**src/rtl/core_bus_router_pkg.sv**
```systemverilog
// Shared types and constants for core_bus_router and its address decoder.
package core_bus_router_pkg;

    typedef enum logic [1:0] {
        ST_IDLE     = 2'd0,
        ST_DISPATCH = 2'd1,
        ST_WAIT     = 2'd2,
        ST_RESPOND  = 2'd3
    } state_e;

    localparam logic [7:0] INSTR_NOP           = 8'h00;
    localparam logic [7:0] INSTR_STREAM_SELECT = 8'hF0;

    // Wide enough for CORE_LATENCY-1 with latency up to 15.
    localparam int CNT_W  = 4;
    localparam int STAT_W = 16;

    function automatic int idx_width(input int n);
        return (n > 1) ? $clog2(n) : 1;
    endfunction

endpackage

```
**src/rtl/core_addr_decoder.sv**
```systemverilog
// Combinational window decoder: lowest-index core whose [base, base+span) holds addr.
module core_addr_decoder
    import core_bus_router_pkg::*;
#(
    parameter int NUM_CORES  = 4,
    parameter int ADDR_WIDTH = 24,
    parameter logic [NUM_CORES*ADDR_WIDTH-1:0] CORE_BASE = '0,
    parameter logic [NUM_CORES*ADDR_WIDTH-1:0] CORE_SPAN = '0,
    localparam int IDX_W = idx_width(NUM_CORES)
) (
    input  logic [ADDR_WIDTH-1:0] addr,
    output logic                  hit,
    output logic [IDX_W-1:0]      idx,
    output logic [ADDR_WIDTH-1:0] offset
);

    // Descending scan so the lowest matching index is written last. The upper
    // bound is formed one bit wider so a window never wraps past zero.
    always_comb begin
        hit    = 1'b0;
        idx    = '0;
        offset = '0;
        for (int i = NUM_CORES - 1; i >= 0; i--) begin
            if (({1'b0, addr} >= {1'b0, CORE_BASE[i*ADDR_WIDTH +: ADDR_WIDTH]}) &&
                ({1'b0, addr} <  ({1'b0, CORE_BASE[i*ADDR_WIDTH +: ADDR_WIDTH]} +
                                  {1'b0, CORE_SPAN[i*ADDR_WIDTH +: ADDR_WIDTH]}))) begin
                hit    = 1'b1;
                idx    = IDX_W'(i);
                offset = addr - CORE_BASE[i*ADDR_WIDTH +: ADDR_WIDTH];
            end
        end
    end

endmodule

```
**src/rtl/core_bus_router.sv**
```systemverilog
// Routes one request at a time from the instruction handler to one of NUM_CORES cores.
// Optional CORE_BUS_ROUTER_STATS_EN adds saturating dispatch/error counters.
module core_bus_router
    import core_bus_router_pkg::*;
#(
    parameter int NUM_CORES    = 4,
    parameter int INSTR_WIDTH  = 8,
    parameter int ADDR_WIDTH   = 24,
    parameter int DATA_WIDTH   = 32,
    parameter logic [NUM_CORES*ADDR_WIDTH-1:0] CORE_BASE = '0,
    parameter logic [NUM_CORES*ADDR_WIDTH-1:0] CORE_SPAN = '0,
    parameter int CORE_LATENCY = 1
) (
    input  logic                             clock,
    input  logic                             reset,
    input  logic                             req_valid,
    output logic                             req_ready,
    input  logic [INSTR_WIDTH-1:0]           req_instruction,
    input  logic [ADDR_WIDTH-1:0]            req_address,
    input  logic [DATA_WIDTH-1:0]            req_value,
    output logic                             resp_valid,
    output logic [DATA_WIDTH-1:0]            resp_value,
    output logic                             resp_error,
    output logic [NUM_CORES*INSTR_WIDTH-1:0] core_instruction,
    output logic [ADDR_WIDTH-1:0]            core_address,
    output logic [DATA_WIDTH-1:0]            core_value,
    input  logic [NUM_CORES*DATA_WIDTH-1:0]  core_output_value,
    input  logic [NUM_CORES*DATA_WIDTH-1:0]  core_stream_bus,
`ifdef CORE_BUS_ROUTER_STATS_EN
    output logic [DATA_WIDTH-1:0]            stream_value,
    output logic [STAT_W-1:0]                stat_dispatch_count,
    output logic [STAT_W-1:0]                stat_error_count
`else
    output logic [DATA_WIDTH-1:0]            stream_value
`endif
);

    // Handshake: a request transfers on a rising clock edge where req_valid and
    // req_ready are both high; req_ready is high only in ST_IDLE and nothing
    // presented in any other state is captured.

    localparam int IDX_W = idx_width(NUM_CORES);

    state_e                  state_q, state_d;
    logic [INSTR_WIDTH-1:0]  instr_q, instr_d;
    logic [IDX_W-1:0]        sel_q, sel_d;
    logic                    err_q, err_d;
    logic [CNT_W-1:0]        cnt_q, cnt_d;
    logic [ADDR_WIDTH-1:0]   core_address_q, core_address_d;
    logic [DATA_WIDTH-1:0]   core_value_q, core_value_d;
    logic [IDX_W-1:0]        stream_sel_q, stream_sel_d;
    logic [DATA_WIDTH-1:0]   stream_value_q, stream_value_d;

    logic                    dec_hit;
    logic [IDX_W-1:0]        dec_idx;
    logic [ADDR_WIDTH-1:0]   dec_offset;

    core_addr_decoder #(
        .NUM_CORES  (NUM_CORES),
        .ADDR_WIDTH (ADDR_WIDTH),
        .CORE_BASE  (CORE_BASE),
        .CORE_SPAN  (CORE_SPAN)
    ) u_decoder (
        .addr   (req_address),
        .hit    (dec_hit),
        .idx    (dec_idx),
        .offset (dec_offset)
    );

    always_comb begin
        state_d          = state_q;
        instr_d          = instr_q;
        sel_d            = sel_q;
        err_d            = err_q;
        cnt_d            = cnt_q;
        core_address_d   = core_address_q;
        core_value_d     = core_value_q;
        stream_sel_d     = stream_sel_q;
        stream_value_d   = core_stream_bus[stream_sel_q*DATA_WIDTH +: DATA_WIDTH];
        req_ready        = 1'b0;
        resp_valid       = 1'b0;
        resp_error       = 1'b0;
        resp_value       = '0;
        core_instruction = '0;

        case (state_q)
            ST_IDLE: begin
                req_ready = 1'b1;
                if (req_valid) begin
                    instr_d = req_instruction;
                    sel_d   = dec_idx;
                    err_d   = 1'b0;
                    if (req_instruction == INSTR_WIDTH'(INSTR_STREAM_SELECT)) begin
                        state_d = ST_RESPOND;
                        if (req_value < DATA_WIDTH'(NUM_CORES)) begin
                            stream_sel_d = req_value[IDX_W-1:0];
                        end else begin
                            err_d = 1'b1;
                        end
                    end else if (!dec_hit) begin
                        state_d = ST_RESPOND;
                        err_d   = 1'b1;
                    end else begin
                        // Core-facing address/value only move for real dispatches.
                        state_d        = ST_DISPATCH;
                        core_address_d = dec_offset;
                        core_value_d   = req_value;
                    end
                end
            end
            ST_DISPATCH: begin
                core_instruction[sel_q*INSTR_WIDTH +: INSTR_WIDTH] = instr_q;
                if (CORE_LATENCY == 0) begin
                    state_d = ST_RESPOND;
                end else begin
                    state_d = ST_WAIT;
                    cnt_d   = CNT_W'(CORE_LATENCY - 1);
                end
            end
            ST_WAIT: begin
                if (cnt_q == '0) begin
                    state_d = ST_RESPOND;
                end else begin
                    cnt_d = cnt_q - CNT_W'(1);
                end
            end
            ST_RESPOND: begin
                resp_valid = 1'b1;
                resp_error = err_q;
                resp_value = err_q ? '0 : core_output_value[sel_q*DATA_WIDTH +: DATA_WIDTH];
                state_d    = ST_IDLE;
            end
            default: state_d = ST_IDLE;
        endcase
    end

    always_ff @(posedge clock or posedge reset) begin
        if (reset) begin
            state_q        <= ST_IDLE;
            instr_q        <= '0;
            sel_q          <= '0;
            err_q          <= 1'b0;
            cnt_q          <= '0;
            core_address_q <= '0;
            core_value_q   <= '0;
            stream_sel_q   <= '0;
            stream_value_q <= '0;
        end else begin
            state_q        <= state_d;
            instr_q        <= instr_d;
            sel_q          <= sel_d;
            err_q          <= err_d;
            cnt_q          <= cnt_d;
            core_address_q <= core_address_d;
            core_value_q   <= core_value_d;
            stream_sel_q   <= stream_sel_d;
            stream_value_q <= stream_value_d;
        end
    end

    assign core_address = core_address_q;
    assign core_value   = core_value_q;
    assign stream_value = stream_value_q;

`ifdef CORE_BUS_ROUTER_STATS_EN
    logic [STAT_W-1:0] stat_dispatch_q, stat_dispatch_d;
    logic [STAT_W-1:0] stat_error_q, stat_error_d;

    // Counted on state entry, holding at all-ones once saturated.
    always_comb begin
        stat_dispatch_d = stat_dispatch_q;
        stat_error_d    = stat_error_q;
        if ((state_d == ST_DISPATCH) && (state_q != ST_DISPATCH) && (stat_dispatch_q != '1)) begin
            stat_dispatch_d = stat_dispatch_q + STAT_W'(1);
        end
        if ((state_d == ST_RESPOND) && (state_q != ST_RESPOND) && err_d && (stat_error_q != '1)) begin
            stat_error_d = stat_error_q + STAT_W'(1);
        end
    end

    always_ff @(posedge clock or posedge reset) begin
        if (reset) begin
            stat_dispatch_q <= '0;
            stat_error_q    <= '0;
        end else begin
            stat_dispatch_q <= stat_dispatch_d;
            stat_error_q    <= stat_error_d;
        end
    end

    assign stat_dispatch_count = stat_dispatch_q;
    assign stat_error_count    = stat_error_q;
`else
`endif

endmodule

```
**config.mk**
```make
export PLATFORM = sky130hd
export DESIGN_NAME = core_bus_router
export DESIGN_NICKNAME = d
export VERILOG_FILES = /design/src/rtl/core_bus_router_pkg.sv /design/src/rtl/core_addr_decoder.sv /design/src/rtl/core_bus_router.sv
export SDC_FILE = /design/constraint.sdc
export NUM_CORES = 1
export LEC_CHECK = 0
export BUFFER_PORTS_ARGS = -buffer_cell sky130_fd_sc_hd__buf_2
export CAP_MARGIN = 10
export CORE_AREA = 3 3 186 188
export DETAILED_ROUTE_END_ITERATION = 12
export DIE_AREA = 0 0 189 191
export PLACE_DENSITY = 0.49
export SYNTH_ARGS = -nofsm -noshare
export SYNTH_HDL_FRONTEND = slang
export SYNTH_HIERARCHICAL = 1
export SYNTH_SLANG_ARGS = --single-unit
```
**constraint.sdc**
```tcl
create_clock -name clock -period 4.4 [get_ports clock]
set_input_delay 0.88 -clock clock [delete_from_list [all_inputs] [get_ports clock]]
set_output_delay 0.88 -clock clock [all_outputs]
set_load 0.02 [all_outputs]
```
==> metrics.csv, run 1 <==
stage;metric;value;unit
final_layout;layout-drive-gt1-share;0.680;
yosys;syn_inst;421;
yosys;yosysSeqAreaShare;0.440;
global_route;grt_pass1_wl;35200;um
timing;finalClockSkew;0.0149;ns
yosys;syn_area_per_cell;14.4;um2
place;gp_routability_congestion;0.772;
worst_setup_path;startpoint_type;flop;
final_layout;final_cell_mix;453 x buf_2, 105 x dfrtp_1, 64 x mux4_2;
global_route;antenna_found_initial;2;
clocking;worstSkewPairLatency;0.36;ns
yosys;synth_xor_area_frac;0;
global_route;track_usage;0.131;
clocking;cts_buffer_depth;2;
worst_setup_path;ff2ff_path_depth;6;
detailed_routing;route.met2.wl;13600;um
power_and_ir_drop;p_seq_frac;0.336;
worst_setup_path;worst_ep_arrival_time;2.48;ns
worst_setup_path;cp_max_fo;35;
run;max_cap_violations;0;
timing;max_freq;298;MHz
worst_setup_path;cp_top_family;simple AND/OR/NAND/NOR gates;
final_layout;final_area;9020;um2
detailed_routing;wl_per_cell;18.5;um
clocking;postCtsSetupBuffers;0;
yosys;synth_top_family_by_area;multiplexers;
clocking;ctsRootBufferMaster;clkbuf_16;
worst_setup_path;path_cells;buf_4, inv_1, ha_1, nor2b_1, and4_1, and2_1, buf_2;
yosys;synthAdderAreaFrac;0.0206;
power_and_ir_drop;p_clk_frac;0.183;
worst_setup_path;path_depth;7;
timing;setup_viol;0;
timing;worst_pin_slew;3.31;ns
timing;finalSetupTns;0;ns
clocking;cts_max_level;3;
worst_setup_path;crit_required;3.52;ns
final_layout;n_fill_cell;3546;
timing;finalMaxSlewViolations;59;
final_layout;fin_nets;1198;
detailed_routing;drc;0;
detailed_routing;wl_met3;2100;um
timing;slew_headroom;-1.21;
clocking;ctsHoldBuffers;0;
detailed_routing;antenna_left;0;
detailed_routing;routed_via_density;4.02;
place;port_buffers;453;
final_layout;final_common_cell;buf_2;
final_layout;syn2layout_area_growth;48.4;%
final_layout;layout.cells.non_filler;1320;
timing;rsz0062_at_grt;no;
yosys;yosysUniqueCellTypes;31;
timing;hold_violations;0;
floorplan;fp.dieH;191;um
run_status;status;complete, but fails checks;
worst_setup_path;slowest_stage;and4_1;
timing;fin_ws;1.04;ns
power_and_ir_drop;p_switching;1.79;mW
place;placed_area;8720;um2
clocking;clk_pin_slew;0.09;ns
detailed_routing;drt-met1-wl;8350;um
worst_setup_path;critPathKind;reg2out;
floorplan;pin_count;478;
clocking;cts_tree;done;
power_and_ir_drop;switching_share;0.398;
place;place_hpwl;20500;um
power_and_ir_drop;combPwrFrac;0.482;
global_route;grt_overflow;0;
global_route;grt_max_degree;108;
clocking;cts_sinks;107;
detailed_routing;routed_wl;24400;um
floorplan;die_width;189;um
power_and_ir_drop;vdd_drop_max;0.183;mV
detailed_routing;firstDrtPassIters;4;
hold_path;worstHoldPathCells;1;
floorplan;core_region_area;33300;um2
floorplan;rows;67;
floorplan;dieArea;36100;um2
floorplan;initial_core_util;0.183;
clocking;numCtsBuffers;9;
yosys;synth_mux_area_frac;0.361;
detailed_routing;highest_layer;met4;
power_and_ir_drop;p_per_area;499;nW/um2
yosys;yosys_warnings;6;
place;pre_cts_ws;1.43;ns
timing;fin_crit;3.36;ns
yosys;syn_area;6080;um2
power_and_ir_drop;p_int;2.71;mW
run_status;violations;max-slew violations;
timing;timing.final.crit_share;0.763;
yosys;synth_simple_gate_area_frac;0.101;
detailed_routing;vias;5309;
clocking;cts_resized;0;
hold_path;hold_class;reg2reg;
yosys;synth_compound_area_frac;0.0142;
worst_setup_path;endpoint_kind;output pin;
global_route;grt_pass1_vias;5845;
timing;whs;0.491;ns
yosys;synth_seq_cells;107;
power_and_ir_drop;leakagePower;4.44;nW
detailed_routing;drt_iter0_drc;135;
worst_setup_path;cp_num_buf_inv;3;
worst_setup_path;critical-path-max-stage-delay;0.42;ns
place;dp_cells;1302;
Yosys cell counts (all sizes together):
cell / number / area share
dfrtp: 107 / 0.44
mux2: 66 / 0.12
mux4: 64 / 0.24
buf: 40 / 0.049
and2: 33 / 0.034
nor2b: 33 / 0.034
clkbuf: 12 / 0.0074
ha: 10 / 0.021
inv: 9 / 0.0056
o21ai: 8 / 0.0066
nand2: 6 / 0.0037
nor4: 6 / 0.0062
and4: 5 / 0.0072
nor2: 4 / 0.0025
or4: 4 / 0.0056
nand2b: 3 / 0.0031
nand3: 3 / 0.0025
a21boi: 1 / 0.0012
a2bb2oi: 1 / 0.0025
and4b: 1 / 0.0016
conb: 1 / 0.00062
mux2i: 1 / 0.0016
nand4: 1 / 0.0010
o2111ai: 1 / 0.0025
o22a: 1 / 0.0014
registers in the layout, summed over array words and instances (netlist names):
register	count
cnt_q	4
core_address	24
core_value	32
err_q	1
instr_q	8
sel_q	2
state_q	2
stream_sel_q	2
stream_value	32
power by group through the flow:
stage | Sequential [mW] | Clock, mW | Combinational, mW
after global routing | 1.57 | 0.913 | 2.35
final | 1.51 | 0.823 | 2.17
after global placement | 1.51 | 0 | 2.18
after detailed placement | 1.54 | 0 | 2.19
after floorplan | 1.84 | 0 | 1.11
after CTS | 1.52 | 0.874 | 2.20
worst register-to-register path, stage by stage, from the launching register on:
cell and delay (ns):
dfrtp_1 0.42, inv_1 0.09, ha_1 0.28, nand2_1 0.32
nor4_1 0.30, and4_1 0.39, mux2_2 0.37
metrics by stage:
stage,utilization,power (mW)
6_report,0.271,4.50
5_1_grt,0.271,4.83
3_5_place_dp,0.262,3.73
2_1_floorplan,-,2.95
4_1_cts,0.271,4.59
3_3_place_gp,0.262,3.70
path summary, 6_finish.rpt:
path,start,to,slack [ns]
min in group asynchronous,reset,core_address[12],0.63
setup reg to reg,state_q[1],stream_sel_q[1],2.11
hold / removal,core_value[13],core_value[13],0.49
setup / recovery,sel_q[1],core_instruction[13],1.04
max in group asynchronous,reset,stream_sel_q[0],3.21
hold reg to reg,core_value[13],core_value[13],0.49
cells by family after synthesis:
group,after synthesis
other cells,1
mux,131
simple gates,99
fa+ha+maj,10
buf+inv,61
flops,107
compound gates,12
layout make-up:
class / count / area [um2] / share of cell area
Antenna cell: 2 / 5.00 / 0.000555
Clock buffer: 10 / 229 / 0.0254
Clock inverter: 6 / 65.1 / 0.00721
Inverter: 9 / 36.3 / 0.00402
Multi-Input combinational cell: 279 / 3120 / 0.346
Sequential cell: 107 / 2680 / 0.297
Tap cell: 448 / 561 / 0.0621
Timing Repair Buffer: 459 / 2320 / 0.258
per-layer routing:
layer  track usage  vias to the layer above
li1              -                     2406
met1         0.134                     2577
met2         0.258                      307
met3        0.0354                       19
met4        0.0398                        0
met5             0                        -
Power figures use the tool's default switching activity.
==> run 2, diff against run 1 <==
ABC_AREA = 1   (was default)
CORE_AREA = 3 3 187 189   (was 3 3 186 188)
DIE_AREA = 0 0 190 192   (was 0 0 189 191)
PLACE_DENSITY = 0.5   (was 0.49)
clock period = 3.5 ns   (was 4.4 ns; I/O delays follow)
==> metrics.csv, run 2 <==
stage;metric;value;unit
clocking;cts_max_level;3;
yosys;synthTopCellsByArea;dfrtp_1 41%, nor2_1 14%, o21ai_0 10%, nand2_1 9.0%, nand3_1 5.0%;
clocking;ctsRootBufferMaster;clkbuf_16;
place;port_buffers;453;
timing;hold_violations;0;
floorplan;die_width;190;um
clocking;cts_buffer_depth;2;
timing;finalClockSkew;0.00732;ns
clocking;numCtsBuffers;9;
yosys;synth_flop_cell;dfrtp_1;
worst_setup_path;crit_required;2.80;ns
worst_setup_path;cp_num_buf_inv;2;
yosys;synth.top_cell.area_share;0.410;
global_route;grt_max_degree;75;
worst_setup_path;cp_top_family;simple AND/OR/NAND/NOR gates;
yosys;synth_seq_cells;107;
timing;max_freq;322;MHz
hold_path;hold_class;in2async;
yosys;syn_area;6530;um2
power_and_ir_drop;fin_total_pwr;6.18;mW
final_layout;layout-drive-gt1-share;0.363;
global_route;grt_pass1_vias;7692;
floorplan;rows;67;
floorplan;core_region_area;33400;um2
worst_setup_path;critical-path-max-stage-delay;0.55;ns
timing;setup_viol;0;
worst_setup_path;startpoint_type;flop;
detailed_routing;wl_per_cell;16.6;um
run_status;status;finished, final reports clean;
global_route;grt_pass1_wl;43300;um
worst_setup_path;endpoint_kind;output pin;
power_and_ir_drop;leakagePower;4.99;nW
timing;worst_pin_slew;1.41;ns
place;dp_cells;1786;
clocking;cts_tree;done;
timing;finalMaxSlewViolations;0;
floorplan;pin_count;478;
timing;fin_crit;3.10;ns
worst_setup_path;worst_ep_arrival_time;2.40;ns
floorplan;fp.dieH;192;um
yosys;yosysMostFrequentCell;nor2_1;
worst_setup_path;path_cells;clkinv_1, ha_1, nand3_1, nor3_1, buf_2;
detailed_routing;vias;7753;
timing;rsz0062_at_grt;no;
detailed_routing;antenna_left;0;
worst_setup_path;critPathKind;reg2out;
timing;slew_headroom;0.0593;
final_layout;syn2layout_area_growth;44.3;%
clocking;ctsHoldBuffers;0;
run;max_cap_violations;0;
detailed_routing;routed_wl;29900;um
yosys;async_reset_ff_frac;1.00;
yosys;synthTopCellsByCount;243 x nor2_1, 157 x nand2_1, 136 x o21ai_0;
yosys;syn_inst;940;
yosys;syn_area_per_cell;6.94;um2
floorplan;initial_core_util;0.195;
detailed_routing;routed_via_density;4.29;
power_and_ir_drop;p_per_area;657;nW/um2
clocking;postCtsSetupBuffers;0;
timing;timing.final.crit_share;0.887;
worst_setup_path;slowest_stage;ha_1;
place;gp_routability_congestion;0.866;
final_layout;final_cell_mix;453 x buf_2, 243 x nor2_1, 157 x nand2_1;
final_layout;layout.cells.non_filler;1806;
detailed_routing;drc;0;
timing;finalSetupTns;0;ns
yosys;yosysUniqueCellTypes;26;
floorplan;dieArea;36500;um2
clocking;cts_resized;0;
timing;whs;0.401;ns
yosys;synth_edf_count;0;
detailed_routing;firstDrtPassIters;5;
global_route;antenna_found_initial;4;
clocking;worstSkewPairLatency;0.36;ns
place;place_hpwl;23900;um
final_layout;final_common_cell;buf_2;
worst_setup_path;cp_max_fo;17;
power_and_ir_drop;vdd_drop_max;0.335;mV
clocking;clk_pin_slew;0.08;ns
final_layout;fin_nets;1682;
yosys;yosys_warnings;6;
global_route;track_usage;0.154;
yosys;yosysSeqAreaShare;0.410;
detailed_routing;drt_iter0_drc;275;
clocking;cts_sinks;107;
yosys;yosysTopAreaCell;dfrtp_1;
global_route;grt_overflow;0;
run 2: cell type report:
| class | count | area [um2] |
|---|---|---|
| Antenna cell | 4 | 10.0 |
| Clock buffer | 9 | 225 |
| Clock inverter | 7 | 148 |
| Fill cell | 3771 | 24000 |
| Inverter | 30 | 116 |
| Multi-Input combinational cell | 735 | 3300 |
| Sequential cell | 107 | 2680 |
| Tap cell | 448 | 561 |
| Timing Repair Buffer | 466 | 2380 |
run 2: routing by layer:
layer | wire [um] | GRT usage | up-vias
met5 | 20 | 0 | -
met2 | 15200 | 0.283 | 388
met3 | 2770 | 0.0482 | 48
met1 | 10800 | 0.159 | 3462
met4 | 1170 | 0.0748 | 2
li1 | - | - | 3853
run 2: per-stage QoR:
| step | util | cell area, um2 | worst slack (ns) |
|---|---|---|---|
| floorplan | - | 6630 | 0.602 |
| global placement | 0.270 | 9030 | 0.870 |
| detailed placement | 0.270 | 9030 | 0.812 |
| CTS | 0.281 | 9410 | 0.401 |
| global route | 0.281 | 9410 | 0.193 |
| finish | 0.282 | 9420 | 0.395 |
run 2: final timing paths:
check | startpoint | endpoint | slack, ns | depth (start not counted)
worst max-delay path | sel_q[1] | core_instruction[7] | 0.40 | 5
worst max register to register | state_q[1] | stream_sel_q[1] | 1.23 | 9
worst min-delay path | reset | stream_value[10] | 0.40 | 2
worst min register to register | core_value[11] | core_value[11] | 0.47 | 2
max in group asynchronous | reset | core_address[21] | 2.40 | 3
min in group clock | core_value[11] | core_value[11] | 0.47 | 2
run 2: logic make-up after synthesis:
group | count (synthesis) | synth area share
buffers and inverters | 124 | 0.0993
flip-flops | 107 | 0.410
AND/OR/NAND/NOR | 484 | 0.298
adder cells (fa/ha/maj) | 10 | 0.0192
XOR/XNOR | 2 | 0.00268
AO/OA/AOI/OAI | 212 | 0.170
other | 1 | 0.000574
run 2: power by group:
part,switching [mW],internal [mW]
Sequential,0.191,1.63
Combinational,2.13,0.944
Clock,0.509,0.779
Total,2.83,3.35
